<file path="config.mk">
export PLATFORM = sky130hd
export DESIGN_NAME = vend_ctrl
export DESIGN_NICKNAME = d
export VERILOG_FILES = /design/src/rtl/vend_ctrl.sv
export SDC_FILE = /design/constraint.sdc
export NUM_CORES = 1
export LEC_CHECK = 0
export CAP_MARGIN = 20
export CORE_AREA = 2 2 92 94
export DETAILED_ROUTE_END_ITERATION = 12
export DIE_AREA = 0 0 94 96
export SETUP_SLACK_MARGIN = 0.4
export SLEW_MARGIN = 25
export SYNTH_ARGS = -nofsm -noshare
export SYNTH_HDL_FRONTEND = slang
export SYNTH_SLANG_ARGS = --single-unit
</file>
<file path="constraint.sdc">
create_clock -name clk -period 8.5 [get_ports clk]
set_clock_uncertainty 0.05 [all_clocks]
set_input_delay 1.275 -clock clk [delete_from_list [all_inputs] [get_ports clk]]
set_output_delay 1.275 -clock clk [all_outputs]
set_load 0.01 [all_outputs]
</file>
<file path="src/rtl/vend_ctrl.sv">
// Vending machine sequencer: coin collection, purchase evaluation through the
// external change datapath, dispense pulse and coin-by-coin change payout.
module vend_ctrl #(
    parameter int PRICE_W    = 7,
    parameter int PRICE_S    = 9,
    parameter int CREDIT_MAX = 15
) (
    input  logic       clk,
    input  logic       rst,
    input  logic       coin_valid,
    input  logic [1:0] coin_type,
    input  logic [1:0] sel,
    input  logic       buy,
    input  logic       cancel,
    output logic       coin_reject,
    output logic       buy_fail,
    output logic [3:0] credit,
    output logic       busy,
    output logic       water,
    output logic       soda,
    output logic       coin_out_valid,
    output logic [1:0] coin_out_type,
    input  logic       coin_out_ready,
    output logic [1:0] chg_op1,
    output logic [1:0] chg_op2,
    output logic [3:0] chg_i1,
    output logic [3:0] chg_i2,
    output logic [3:0] chg_i5,
    input  logic [3:0] chg_o1,
    input  logic [3:0] chg_o2,
    input  logic [3:0] chg_o5,
    input  logic       chg_wo,
    input  logic       chg_so
);

    typedef enum logic [1:0] {COLLECT, CALC, VEND, PAYOUT} state_t;

    localparam logic [7:0] PW   = 8'(PRICE_W);
    localparam logic [7:0] PS   = 8'(PRICE_S);
    localparam logic [7:0] CMAX = 8'(CREDIT_MAX);

    state_t     state, state_nx;
    logic [3:0] n1, n2, n5, n1_nx, n2_nx, n5_nx;
    logic [3:0] p1, p2, p5, p1_nx, p2_nx, p5_nx;
    logic [1:0] sel_q, sel_nx;
    logic       wo_q, so_q, wo_nx, so_nx;
    logic       reject_nx, fail_nx;

    logic [7:0] sum, coin_val, price;
    logic [5:0] pcount;
    logic       sel_ok, pay_any;

    assign sum    = {4'd0, n1} + {3'd0, n2, 1'b0} + {2'd0, n5, 2'b0} + {4'd0, n5};
    assign pcount = {2'd0, p1} + {2'd0, p2} + {2'd0, p5};
    assign pay_any = (pcount != 6'd0);
    assign sel_ok = (sel == 2'b01) || (sel == 2'b10);
    assign price  = (sel == 2'b01) ? PW : PS;

    always_comb begin
        case (coin_type)
            2'b01:   coin_val = 8'd1;
            2'b10:   coin_val = 8'd2;
            2'b11:   coin_val = 8'd5;
            default: coin_val = 8'd0;
        endcase
    end

    always_ff @(posedge clk) begin
        if (rst) begin
            state       <= COLLECT;
            n1          <= '0;
            n2          <= '0;
            n5          <= '0;
            p1          <= '0;
            p2          <= '0;
            p5          <= '0;
            sel_q       <= '0;
            wo_q        <= 1'b0;
            so_q        <= 1'b0;
            coin_reject <= 1'b0;
            buy_fail    <= 1'b0;
        end else begin
            state       <= state_nx;
            n1          <= n1_nx;
            n2          <= n2_nx;
            n5          <= n5_nx;
            p1          <= p1_nx;
            p2          <= p2_nx;
            p5          <= p5_nx;
            sel_q       <= sel_nx;
            wo_q        <= wo_nx;
            so_q        <= so_nx;
            coin_reject <= reject_nx;
            buy_fail    <= fail_nx;
        end
    end

    always_comb begin
        state_nx  = state;
        n1_nx     = n1;
        n2_nx     = n2;
        n5_nx     = n5;
        p1_nx     = p1;
        p2_nx     = p2;
        p5_nx     = p5;
        sel_nx    = sel_q;
        wo_nx     = wo_q;
        so_nx     = so_q;
        reject_nx = 1'b0;
        fail_nx   = 1'b0;
        case (state)
            COLLECT: begin
                if (cancel) begin
                    // A coin arriving with cancel/buy is refused so the refund
                    // or price check sees a stable credit.
                    reject_nx = coin_valid;
                    if (sum != 8'd0) begin
                        p1_nx    = n1;
                        p2_nx    = n2;
                        p5_nx    = n5;
                        n1_nx    = '0;
                        n2_nx    = '0;
                        n5_nx    = '0;
                        state_nx = PAYOUT;
                    end
                end else if (buy) begin
                    reject_nx = coin_valid;
                    if (!sel_ok || sum < price) begin
                        fail_nx = 1'b1;
                    end else begin
                        sel_nx   = sel;
                        state_nx = CALC;
                    end
                end else if (coin_valid) begin
                    if (coin_val == 8'd0 || (sum + coin_val) > CMAX) begin
                        reject_nx = 1'b1;
                    end else begin
                        case (coin_type)
                            2'b01:   n1_nx = n1 + 4'd1;
                            2'b10:   n2_nx = n2 + 4'd1;
                            default: n5_nx = n5 + 4'd1;
                        endcase
                    end
                end
            end
            CALC: begin
                reject_nx = coin_valid;
                p1_nx     = chg_o1;
                p2_nx     = chg_o2;
                p5_nx     = chg_o5;
                wo_nx     = chg_wo;
                so_nx     = chg_so;
                n1_nx     = '0;
                n2_nx     = '0;
                n5_nx     = '0;
                state_nx  = VEND;
            end
            VEND: begin
                reject_nx = coin_valid;
                state_nx  = PAYOUT;
            end
            default: begin
                reject_nx = coin_valid;
                if (!pay_any) begin
                    sel_nx   = '0;
                    state_nx = COLLECT;
                end else if (coin_out_ready) begin
                    if (p5 != 4'd0)      p5_nx = p5 - 4'd1;
                    else if (p2 != 4'd0) p2_nx = p2 - 4'd1;
                    else                 p1_nx = p1 - 4'd1;
                    // Leave on the last handshake so COLLECT follows immediately.
                    if (pcount == 6'd1) begin
                        sel_nx   = '0;
                        state_nx = COLLECT;
                    end
                end
            end
        endcase
    end

    assign credit         = sum[3:0];
    assign busy           = (state != COLLECT);
    assign water          = (state == VEND) && wo_q;
    assign soda           = (state == VEND) && so_q;
    assign coin_out_valid = (state == PAYOUT) && pay_any;
    assign coin_out_type  = !coin_out_valid ? 2'b00 :
                            (p5 != 4'd0)    ? 2'b11 :
                            (p2 != 4'd0)    ? 2'b10 : 2'b01;
    assign chg_op1        = sel_q;
    assign chg_op2        = (state == CALC) ? 2'b01 : 2'b00;
    assign chg_i1         = n1;
    assign chg_i2         = n2;
    assign chg_i5         = n5;

endmodule

</file>
==> results of run 1 <==
-- worst max-delay path, cell delays in order, from the launching register on --
cell and delay [ps]:
dfxtp_1 490, inv_1 90, fa_1 480, inv_1 50, fa_1 450, ha_1 260
fa_1 620, clkdlybuf4s50_1 580
-- worst max path at each step --
stage / end
after floorplan: p2[2]
after global placement: credit[3]
after detailed placement: coin_out_type[0]
after CTS: credit[3]
after global routing: credit[3]
final: credit[3]
-- registers in the layout (all words and copies together), names as in the netlist --
| register | cells |
|---|---|
| buy_fail | 1 |
| chg_i1 | 4 |
| chg_i2 | 4 |
| chg_i5 | 4 |
| chg_op1 | 2 |
| coin_reject | 1 |
| p1 | 4 |
| p2 | 4 |
| p5 | 4 |
| so_q | 1 |
| state | 2 |
| wo_q | 1 |
-- cells in the final DEF, fill, tap and decap left out, drive strengths merged, types with 8 or more instances in the layout --
| cell type | n |
|---|---|
| a211oi | 10 |
| a21oi | 10 |
| clkdlybuf4s50 | 50 |
| dfxtp | 32 |
| fa | 12 |
| ha | 33 |
| inv | 29 |
| nand2 | 10 |
| nand3 | 13 |
| nor2 | 32 |
| nor3 | 8 |
| o211ai | 9 |
| o21ai | 13 |
| o31ai | 8 |
-- where the power goes --
group / switching (mW) / total [mW] / internal (mW)
Combinational: 0.275 / 0.466 / 0.190
Clock: 0.0590 / 0.131 / 0.0722
Sequential: 0.0309 / 0.206 / 0.175
-- metal layers --
layer,global-route usage,up-vias,part of all wire
met5,0,-,0
li1,-,1233,-
met3,0.0258,11,0.039
met4,0.0495,0,0.018
met2,0.302,58,0.49
met1,0.221,1178,0.45
-- logic make-up (layout without fill, tap and decap cells) --
family                   count (synthesis)  count (layout)  share of synthesized area
AO/OA/AOI/OAI                           79              79                      0.212
XOR/XNOR                                 4               4                     0.0129
multiplexers                             8               8                     0.0299
buffers and inverters                   42              87                     0.0612
other                                    1               1                    0.00138
adder cells (fa/ha/maj)                 45              45                      0.240
flip-flops                              32              32                      0.236
AND/OR/NAND/NOR                        103             103                      0.207
-- cell usage after synthesis (3+ instances only) --
library cell	instances	area [um^2]
nand3_1	13	65.1
xnor2_1	4	35.0
nand2_1	10	37.5
dfxtp_1	32	641
nand3b_1	3	22.5
ha_1	33	413
o21ai_0	13	65.1
fa_1	12	240
a31oi_1	5	31.3
nor3b_1	7	52.6
buf_2	4	20.0
o31ai_1	7	52.6
a22oi_1	7	52.6
nor3_1	8	40.0
nor2_1	32	120
or3_1	7	43.8
mux2i_1	7	70.1
a221oi_1	3	26.3
inv_1	29	109
o211ai_1	9	67.6
a211oi_1	9	67.6
a21o_1	3	22.5
clkbuf_1	7	26.3
a21oi_1	10	50.1
-- final cells by class --
class | count | area [um^2]
Clock buffer | 7 | 96.3
Timing Repair Buffer | 51 | 508
Multi-Input combinational cell | 240 | 1910
Sequential cell | 32 | 641
Fill cell | 827 | 4650
Inverter | 29 | 109
Tap cell | 105 | 131
-- stage by stage --
stage	total power [mW]	util	cells
CTS	0.804	0.422	464
global placement	0.669	0.410	457
global route	0.872	0.422	464
floorplan	0.548	-	314
detailed placement	0.670	0.410	457
finish	0.803	0.422	464
==> impl_results.md, run 1 <==
- Flops & latches, synth: 32
- Critical path startpoint: chg_i5[0]
- Synthesized area per cell: 8.66 um^2
- Critical path type: reg2out
- DP Area: around 3300 um^2
- EDFF count, synth: 0
- Die span in y: 96 um
- Seq/Total Area, Yosys: 0.236
- HP Class: reg2reg
- Yosys cell types: 56
- Hpwl dp: 5830 um
- IO Pins: 52
- First-pass GRT wire length: 12200 um
- PostCTS Resize Cnt: 0
- R2R setup slack: 4390 ps
- Setup TNS: 0 ps
- IO buf count: 50
- Vias in the first global route: 2409
- CTS tree: built
- Grt ovf: 0
- Post-place setup slack: 4160 ps
- Crit share post-route: 0.544
- Crit path capture type: output port
- Residual DRC: 0
- CP arrival: 3300 ps
- Worst EP required: slightly above 7000 ps
- DRT Wirelength: 7340 um
- H-tree lvl count: 2
- WHS Endpoint: so_q
- Max-slew headroom: 0.415
- Slew Viols, Final: 0
- Mapped Cells: around 310
- Area grow syn2layout: 24.9%
- Finished layout cell area: between 3000 and 4000 um^2
- Final setup violation count: 0
- Post-layout minimum cycle time: 4630 ps
- RSZ-0062 raised after global routing: no
- Worst-path fanout max: 8
- R2R depth: 11
- Worst Hold Slack: 449 ps
- Layout cells sized above 1: 0.0474
- Clock slew at reported path FFs: approximately 70 ps
- Syn_nets: 383
- Status: finished clean
- CORE AREA: 8050 um^2
- Max clock buf depth: 2
- Worst vdd ir: 0.0897 mV
- Worst hold path stage count: 2
- Number of diodes: 0
- Skew-Pair Late Insertion Delay: 280 ps
- TritonCTS buffer count: 5
- Tot GR Track Use: 0.172
- Ys async rst share: 0
- Hold Path Origin: so_q
- Reg-to-reg endpoint: p2[2]
- GPL Wtd Cong: 0.806
- Fin. Hold Viols: 0
- Initial drt markers: 89
- Postcts setup bufs: 0
- Clk root buf: clkbuf_8
- Slew @ Worst Pin: around 870 ps
- Final WS setup: around 3900 ps
- CTS sink cnt: 32
- Max Cap Viol: 0
- P_leak: 1.45 nW
- Setup crit start kind: flop
- Routed vias: 2480
- Synth Flop Type: dfxtp_1
- DR vias/cell: between 5 and 6
- Final ANT Viol Nets: 0
- Synthesis Warnings: 0
- Pin count of the biggest net entering global routing: 24
- Starting density of the core: 0.338
- Antenna violations before repair: 0
- Hold-fix buffers, CTS: 0
- Die W: 94 um
- Max Clk Rate: 0.216 GHz
- FF-to-FF Start: chg_i5[0]
- PD cells: 236 nW/um^2
- Synth Cell Area: 2720 um^2
- Routed len/inst: 15.8 um
- Die area: 9020 um^2
- Drt pass-1 iters: 4
- Nets: 428
- Row count: 33
(Power assumes the default switching activity.)
==> run 2, diff against run 1 <==
Clock period 8.5 ns to 4.13 ns, I/O delays scaled along.
==> run 2 against run 1 <==
  * Global-route usage down 0.078 points
  * Hold slack better by 3.1 ps
  * Clock-buffer cell count up 1
  * Cell count up 4.3%
==> impl_results.md, run 2 (synthesized netlist as in run 1, its figures left out) <==
- Residual DRC: 0 (unchanged)
- Vias in the first global route: 2514 (was 2409)
- Critical path type: reg2reg (was reg2out)
- PD cells: 494 nW/um^2 (was 236 nW/um^2)
- IO Pins: 52 (unchanged)
- Skew-Pair Late Insertion Delay: 280 ps (about the same)
- CTS tree: built (unchanged)
- Worst hold path stage count: 2 (unchanged)
- Max clock buf depth: 2 (unchanged)
- Setup crit start kind: flop (unchanged)
- R2R depth: 13 (was 11)
- Antenna violations before repair: 0 (unchanged)
- Grt ovf: 0 (unchanged)
- Hold-fix buffers, CTS: 0 (unchanged)
- TritonCTS buffer count: 5 (unchanged)
- Worst stage delay on the critical path: 530 ps (was 620 ps)
- Die W: 94 um (unchanged)
- CP arrival: 3800 ps (was 3300 ps)
- Cell Chain, Critical Path: inv_2, fa_1, inv_1, fa_1, ha_2, fa_2, or4_4, o31ai_4, or3_4, buf_6, buf_6, nor3b_2, nor3_1 (was inv_1, fa_1, inv_1, fa_1, ha_1, fa_1, clkdlybuf4s50_1)
- DP Area: 3380 um^2 (was 3300 um^2)
- IO buf count: 50 (unchanged)
- Worst-path fanout max: 7 (was 8)
- P_leak: 1.56 nW (was 1.45 nW)
- Drt pass-1 iters: 4 (unchanged)
- Clk root buf: clkbuf_8 (unchanged)
- DR vias/cell: 5.36 (was 5.34)
- Pin count of the biggest net entering global routing: 23 (was 24)
- Crit share post-route: 0.883
- Max-slew headroom: 0.337 (was 0.415)
- Starting density of the core: 0.338 (unchanged)
- Status: finished clean (unchanged)
- HP Class: reg2reg (unchanged)
- Fin. Hold Viols: 0 (unchanged)
- RSZ-0062 raised after global routing: yes (was no)
- Setup TNS: 0 ps (unchanged)
- Slew @ Worst Pin: 987 ps (was 871 ps)
- Worst vdd ir: 0.156 mV (was 0.0897 mV)
- Nets: 447 (was 428)
- Slowest stage cell, crit path: fa_1 (unchanged)
- Commonest non-fill, non-tap cells in the layout: clkdlybuf4s50_1 (46), nor2_1 (32), ha_1 (31), inv_1 (27), dfxtp_1 (27) (was clkdlybuf4s50_1 (50), ha_1 (33), nor2_1 (32), dfxtp_1 (32), inv_1 (29))
- Number of diodes: 0 (unchanged)
- Max Cap Viol: 0 (unchanged)
- Final Core Density: 0.452 (was 0.422)
- Die span in y: 96 um (unchanged)
- Post-layout minimum cycle time: around 3600 ps
- Layout cells sized above 1: 0.148 (was 0.0474)
- Total power: 1.80 mW (was 0.803 mW)
- Row count: 33 (unchanged)
- Most common cell after layout, fill and taps aside: clkdlybuf4s50_1 (unchanged)
- Final WS setup: 484 ps (was 3870 ps)
- Max Clk Rate: 0.274 GHz
- Finished layout cell area: 3640 um^2 (was 3400 um^2)
- Area grow syn2layout: 33.7% (was 24.9%)
- CORE AREA: 8050 um^2 (unchanged)
- Hpwl dp: 5850 um (was 5830 um)
- Slew Viols, Final: 0 (unchanged)
- Initial drt markers: 94 (was 89)
- Post-place setup slack: 229 ps (was 4160 ps)
- H-tree lvl count: 2 (unchanged)
- Worst EP required: 4290 ps (was 7170 ps)
- Final setup violation count: 0 (unchanged)
- Routed len/inst: 15.7 um (was 15.8 um)
- Routed vias: 2596 (was 2480)
- Final ANT Viol Nets: 0 (unchanged)
- Crit path capture type: flop (was output port)
- CTS sink cnt: 32 (unchanged)
- Tot GR Track Use: 0.172 (about the same)
- Die area: 9020 um^2 (unchanged)
- DRT Wirelength: 7590 um (was 7340 um)
- GPL Wtd Cong: 0.800 (was 0.806)
- First-pass GRT wire length: 12200 um (about the same)
- Clock slew at reported path FFs: 80 ps (was 70 ps)
[run 2: per-stage QoR]
step | std cells | hold slack (ps)
after floorplan | 314 | 402
final | 484 | 452
after CTS | 478 | 455
after global placement | 465 | 415
after global routing | 484 | 492
after detailed placement | 465 | 436
[run 2: cell type report]
cell class	count	area, um^2
fillers	796	4420
clock buffers	8	90.1
flip-flops and latches	32	652
multi-input cells	240	2010
inverters	29	109
repair buffers	70	647
well taps	105	131
[run 2: what timing repair did]
action	in CTS	in global routing
endpoints found under the setup margin	15	28
setup buffers	5	6
gates resized for setup	15	17
pin swaps	6	12
[run 2: path summary, 6_finish.rpt]
kind | slack [ps] | start | to
min reg2reg | 450 | so_q | so_q
max reg2reg | 480 | chg_i5[0] | p1[3]
max | 480 | chg_i5[0] | p1[3]
min | 450 | so_q | so_q
[run 2: where the power goes]
group	switching (mW)	internal [mW]	total (mW)
Clock	0.124	0.136	0.260
Combinational	0.625	0.482	1.11
Sequential	0.0692	0.360	0.429
[run 2: critical path: cells and delay by family, from the launching register on]
family,cells,cell delay (ps)
adders and majority gates,4,1680
and+or+nand+nor,4,850
DFF,1,380
AOI/OAI and AO/OA,1,340
buffers and inverters,4,270
[run 2: layer usage]
metal,GRT usage,vias to the layer above,wire (um)
met5,0,-,0
met4,0.0592,0,114
li1,-,1271,-
met2,0.318,48,3830
met1,0.209,1268,3440
met3,0.0133,9,204
==> patch 1 (settings of run 2) <==
Encoding of `state_t`: now one-hot (4 bits for 4 states).
--- a/src/rtl/vend_ctrl.sv
+++ b/src/rtl/vend_ctrl.sv
@@ -35,3 +35,3 @@
 
-    typedef enum logic [1:0] {COLLECT, CALC, VEND, PAYOUT} state_t;
+    typedef enum logic [3:0] {COLLECT = 4'b0001, CALC = 4'b0010, VEND = 4'b0100, PAYOUT = 4'b1000} state_t;
 
Behaviour: same outputs for any inputs over 4 cycles, from zero or initial values and one cycle with rst high; so few cycles prove little.
==> patch 1 against run 2 <==
  * Synthesized area is 8.1% higher
  * Worst setup slack got worse by 42 ps
  * Cell area increased by 4.7%
  * Maximum frequency is 1.1% lower
  * Routed wire length decreased by 0.82%
  * Total power is 12% higher
  * Sequential cell count rose by 2
  * Largest cell class unchanged
==> patch 1: results (changes against run 2) <==
<table>
<tr><th>Metric</th><th>Value</th></tr>
<tr><th colspan="2">Detailed routing</th></tr>
<tr><td>Met1 routed wirelength after detailed routing</td><td>3680 um (was 3440 um)</td></tr>
<tr><td>Met2 layer wire length in the routed design</td><td>3430 um (was 3830 um)</td></tr>
<tr><td>Average detailed-routed wire length per instance</td><td>15.4 um (was 15.7 um)</td></tr>
<tr><td>Vias after detailed routing</td><td>2577 (was 2596)</td></tr>
<tr><th colspan="2">Setup path</th></tr>
<tr><td>Worst reg2reg startpoint</td><td>chg_i1[2]$_SDFFE_PP0P_ (was chg_i5[0]$_SDFFE_PP0P_)</td></tr>
<tr><td>Depth of the worst register-to-register path</td><td>12 (was 13)</td></tr>
<tr><td>Setup crit end</td><td>coin_out_type[1] (was p1[3]$_SDFFE_PP0P_)</td></tr>
<tr><th colspan="2">Pwr</th></tr>
<tr><td>Switching power as a share of total power</td><td>0.464 (was 0.455)</td></tr>
<tr><td>Leakage component of the power</td><td>1.56 nW (about the same)</td></tr>
<tr><th colspan="2">Finish</th></tr>
<tr><td>Plain + repair buffers</td><td>64 (was 70)</td></tr>
<tr><td>Fraction of final layout cells with drive strength greater than 1</td><td>0.190 (was 0.148)</td></tr>
<tr><td>Inverter count of the layout excluding clock inverters</td><td>27 (was 29)</td></tr>
<tr><td>Number of sequential storage elements</td><td>34 (was 32)</td></tr>
<tr><td>Clock Network Area Fraction</td><td>0.0240 (was 0.0248)</td></tr>
<tr><td>Multi-input gate count</td><td>252 (was 240)</td></tr>
<tr><td>Number of nets in the final layout</td><td>449 (was 447)</td></tr>
<tr><td>Final Non-Filler Cells</td><td>490 (was 484)</td></tr>
<tr><th colspan="2">Min path</th></tr>
<tr><td>Launch instance of the worst min-delay path</td><td>chg_op1[1]$_SDFFE_PP0P_ (was so_q$_SDFFE_PP0P_)</td></tr>
<tr><td>End point of the worst hold path</td><td>chg_op1[1]$_SDFFE_PP0P_ (was so_q$_SDFFE_PP0P_)</td></tr>
<tr><th colspan="2">Global routing</th></tr>
<tr><td>Largest net degree at the start of global routing</td><td>18 (was 23)</td></tr>
<tr><td>Overall routing resource usage</td><td>0.177 (was 0.172)</td></tr>
<tr><td>Met3 track utilization from global routing</td><td>0.0305 (was 0.0133)</td></tr>
<tr><th colspan="2">Placed design</th></tr>
<tr><td>Worst Setup Slack post-DPL</td><td>308 ps (was 229 ps)</td></tr>
<tr><td>Final GP Congestion</td><td>0.811 (was 0.800)</td></tr>
<tr><th colspan="2">STA</th></tr>
<tr><td>Worst Tran Pin Value</td><td>650 ps (was 987 ps)</td></tr>
<tr><th colspan="2">Status</th></tr>
<tr><td>Outcome</td><td>finished clean (unchanged)</td></tr>
</table>
-- patch 1: timing repair --
item / CTS / global route
pin swaps: 7 / 14
setup endpoints to repair: 15 / 28
buffers inserted: 2 / 8
endpoints found under the hold margin: 0 / 0
hold buffers: 0 / 0
resized for setup: 13 / 19
-- patch 1: critical path, stage by stage (launching register included) --
cell and delay (ps):
sky130_fd_sc_hd__dfxtp_1 350, sky130_fd_sc_hd__fa_1 540, sky130_fd_sc_hd__ha_1 190, sky130_fd_sc_hd__inv_1 60, sky130_fd_sc_hd__fa_1 480, sky130_fd_sc_hd__nor4b_4 260, sky130_fd_sc_hd__nand2_2 120, sky130_fd_sc_hd__o21ai_4 190
sky130_fd_sc_hd__a21oi_1 70, sky130_fd_sc_hd__clkdlybuf4s50_1 470
-- patch 1: kinds of logic after synthesis --
family,after synthesis,share of synthesized area
flops,34,0.232
fa+ha+maj,41,0.205
mux,11,0.0375
xor+xnor,9,0.0294
compound gates,91,0.229
simple gates,99,0.190
buf+inv,40,0.0758
other cells,1,0.00128
==> patch 2 (config.mk and constraints of run 2) <==
Made on the original files. Change the parameter `PRICE_W` from 7 to 3.
--- a/src/rtl/vend_ctrl.sv
+++ b/src/rtl/vend_ctrl.sv
@@ -3,3 +3,3 @@
 module vend_ctrl #(
-    parameter int PRICE_W    = 7,
+    parameter int PRICE_W    = 3,
     parameter int PRICE_S    = 9,
Check against the original RTL: not equivalent (Yosys sat finds a counterexample within 4 cycles, from zero or initial values and one cycle with rst high).
==> patch 2 against run 2 <==
  * Cell area increased by 1.3%
  * Synthesized area increased by 4.5%
  * Routed wire length increased by 4.6%
  * Combinational power increased by 43%
  * Non-clock buffer count decreased by 4
  * Total power increased by 27%
  * Sequential share of layout area decreased by 0.36 points
  * Count of clock-buffer cells in the layout decreased by 2
  * Sequential cell count unchanged
  * Worst setup slack got worse by 200 ps
  * Worst hold slack got worse by 1.5 ps
  * Utilization increased by 0.57 points
  * Largest cell class unchanged
==> patch 2: results (changes against run 2) <==
<table>
<tr><th>Metric</th><th>Value</th></tr>
<tr><th colspan="2">Placed design</th></tr>
<tr><td>Sum of net half-perimeters after detailed placement</td><td>6180 um (was 5850 um)</td></tr>
<tr><td>Final GP Congestion</td><td>0.859 (was 0.800)</td></tr>
<tr><td>Placed cell areas</td><td>3460 um2 (was 3380 um2)</td></tr>
<tr><td>Worst Setup Slack post-DPL</td><td>248 ps (was 229 ps)</td></tr>
<tr><th colspan="2">Yosys</th></tr>
<tr><td>Sequential share of the synthesized area</td><td>0.225 (was 0.236)</td></tr>
<tr><td>Post-Synthesis Mean Instance Area</td><td>8.85 um2 (was 8.66 um2)</td></tr>
<tr><td>Number of nets in the synthesized netlist</td><td>389 (was 383)</td></tr>
<tr><td>Number of library cell types mapped by synthesis</td><td>65 (was 56)</td></tr>
<tr><th colspan="2">Clocking</th></tr>
<tr><td>Buffer count from post-CTS setup fixing</td><td>7 (was 5)</td></tr>
<tr><th colspan="2">Setup path</th></tr>
<tr><td>Crit Path Max Fanout</td><td>5 (was 7)</td></tr>
<tr><td>Worst reg-to-reg setup slack</td><td>280 ps (was 480 ps)</td></tr>
<tr><td>Master of the slowest instance on the critical path</td><td>sky130_fd_sc_hd__fa_1 (unchanged)</td></tr>
<tr><td>Highest cell delay on the worst timing path</td><td>570 ps (was 530 ps)</td></tr>
<tr><td>Depth of the worst register-to-register path</td><td>11 (was 13)</td></tr>
<tr><td>Arrival time worst endpoint</td><td>4010 ps (was 3800 ps)</td></tr>
<tr><th colspan="2">Detailed routing</th></tr>
<tr><td>Met1 routed wirelength after detailed routing</td><td>3790 um (was 3440 um)</td></tr>
<tr><td>Vias after detailed routing</td><td>2615 (was 2596)</td></tr>
<tr><td>Number of violations reported at the end of detailed-routing iteration 0</td><td>149 (was 94)</td></tr>
<tr><td>Average detailed-routed wire length per instance</td><td>16.3 um (was 15.7 um)</td></tr>
<tr><td>Sum of met3 wire segment lengths after detailed routing</td><td>308 um (was 204 um)</td></tr>
<tr><td>Total wire length after detailed routing</td><td>7940 um (was 7590 um)</td></tr>
<tr><th colspan="2">Status</th></tr>
<tr><td>Outcome</td><td>finished clean (unchanged)</td></tr>
<tr><th colspan="2">Pwr</th></tr>
<tr><td>Leakage component of the power</td><td>1.55 nW (was 1.56 nW)</td></tr>
<tr><td>Max rail drop VDD</td><td>0.416 mV (was 0.156 mV)</td></tr>
<tr><th colspan="2">STA</th></tr>
<tr><td>Maximum clock rate</td><td>260 MHz (was 274 MHz)</td></tr>
<tr><td>Relative slew margins</td><td>0.467 (was 0.337)</td></tr>
<tr><th colspan="2">Global routing</th></tr>
<tr><td>Met2 routing resource usage after global routing</td><td>0.310 (was 0.318)</td></tr>
<tr><td>Overall routing resource usage</td><td>0.186 (was 0.172)</td></tr>
<tr><td>First-pass GRT wire length</td><td>13000 um (was 12200 um)</td></tr>
<tr><td>Met3 track utilization from global routing</td><td>0.0313 (was 0.0133)</td></tr>
<tr><td>Grt met1 use</td><td>0.246 (was 0.209)</td></tr>
<tr><th colspan="2">Finish</th></tr>
<tr><td>Number of nets in the final layout</td><td>449 (was 447)</td></tr>
</table>
[patch 2: cells by family (layout without fill, tap and decap cells)]
| kind of cell | count (synthesis) | after routing | share of synthesized area |
|---|---|---|---|
| AND/OR/NAND/NOR | 89 | 89 | 0.173 |
| adder cells (fa/ha/maj) | 44 | 44 | 0.225 |
| other | 1 | 1 | 0.00132 |
| buffers and inverters | 50 | 110 | 0.0740 |
| multiplexers | 9 | 9 | 0.0317 |
| flip-flops | 32 | 32 | 0.225 |
| AO/OA/AOI/OAI | 91 | 91 | 0.253 |
| XOR/XNOR | 5 | 5 | 0.0154 |
[patch 2: worst min path at each step]
stage                        endpoint  slack (ps)                    from
6_report            wo_q$_SDFFE_PP0P_         450       wo_q$_SDFFE_PP0P_
5_1_grt        chg_i2[1]$_SDFFE_PP0P_         480  chg_i2[1]$_SDFFE_PP0P_
4_1_cts             wo_q$_SDFFE_PP0P_         450       wo_q$_SDFFE_PP0P_
3_5_place_dp        wo_q$_SDFFE_PP0P_         440       wo_q$_SDFFE_PP0P_
3_3_place_gp        so_q$_SDFFE_PP0P_         420       so_q$_SDFFE_PP0P_
2_1_floorplan       so_q$_SDFFE_PP0P_         400       so_q$_SDFFE_PP0P_
[patch 2: power by group through the flow]
stage               Combinational (W)  Sequential, W  Clock [W]
finish                        0.00159       0.000461   0.000233
global route                  0.00175       0.000475   0.000252
CTS                           0.00150       0.000461   0.000238
detailed placement            0.00142       0.000467          0
global placement              0.00142       0.000467          0
floorplan                     0.00110       0.000443          0
[patch 2: layout make-up]
class	count	area [um2]
Tap cell	105	131
Clock inverter	1	5.00
Multi-Input combinational cell	239	2070
Fill cell	780	4370
Clock buffer	6	72.6
Sequential cell	32	647
Timing Repair Buffer	66	621
Inverter	37	139
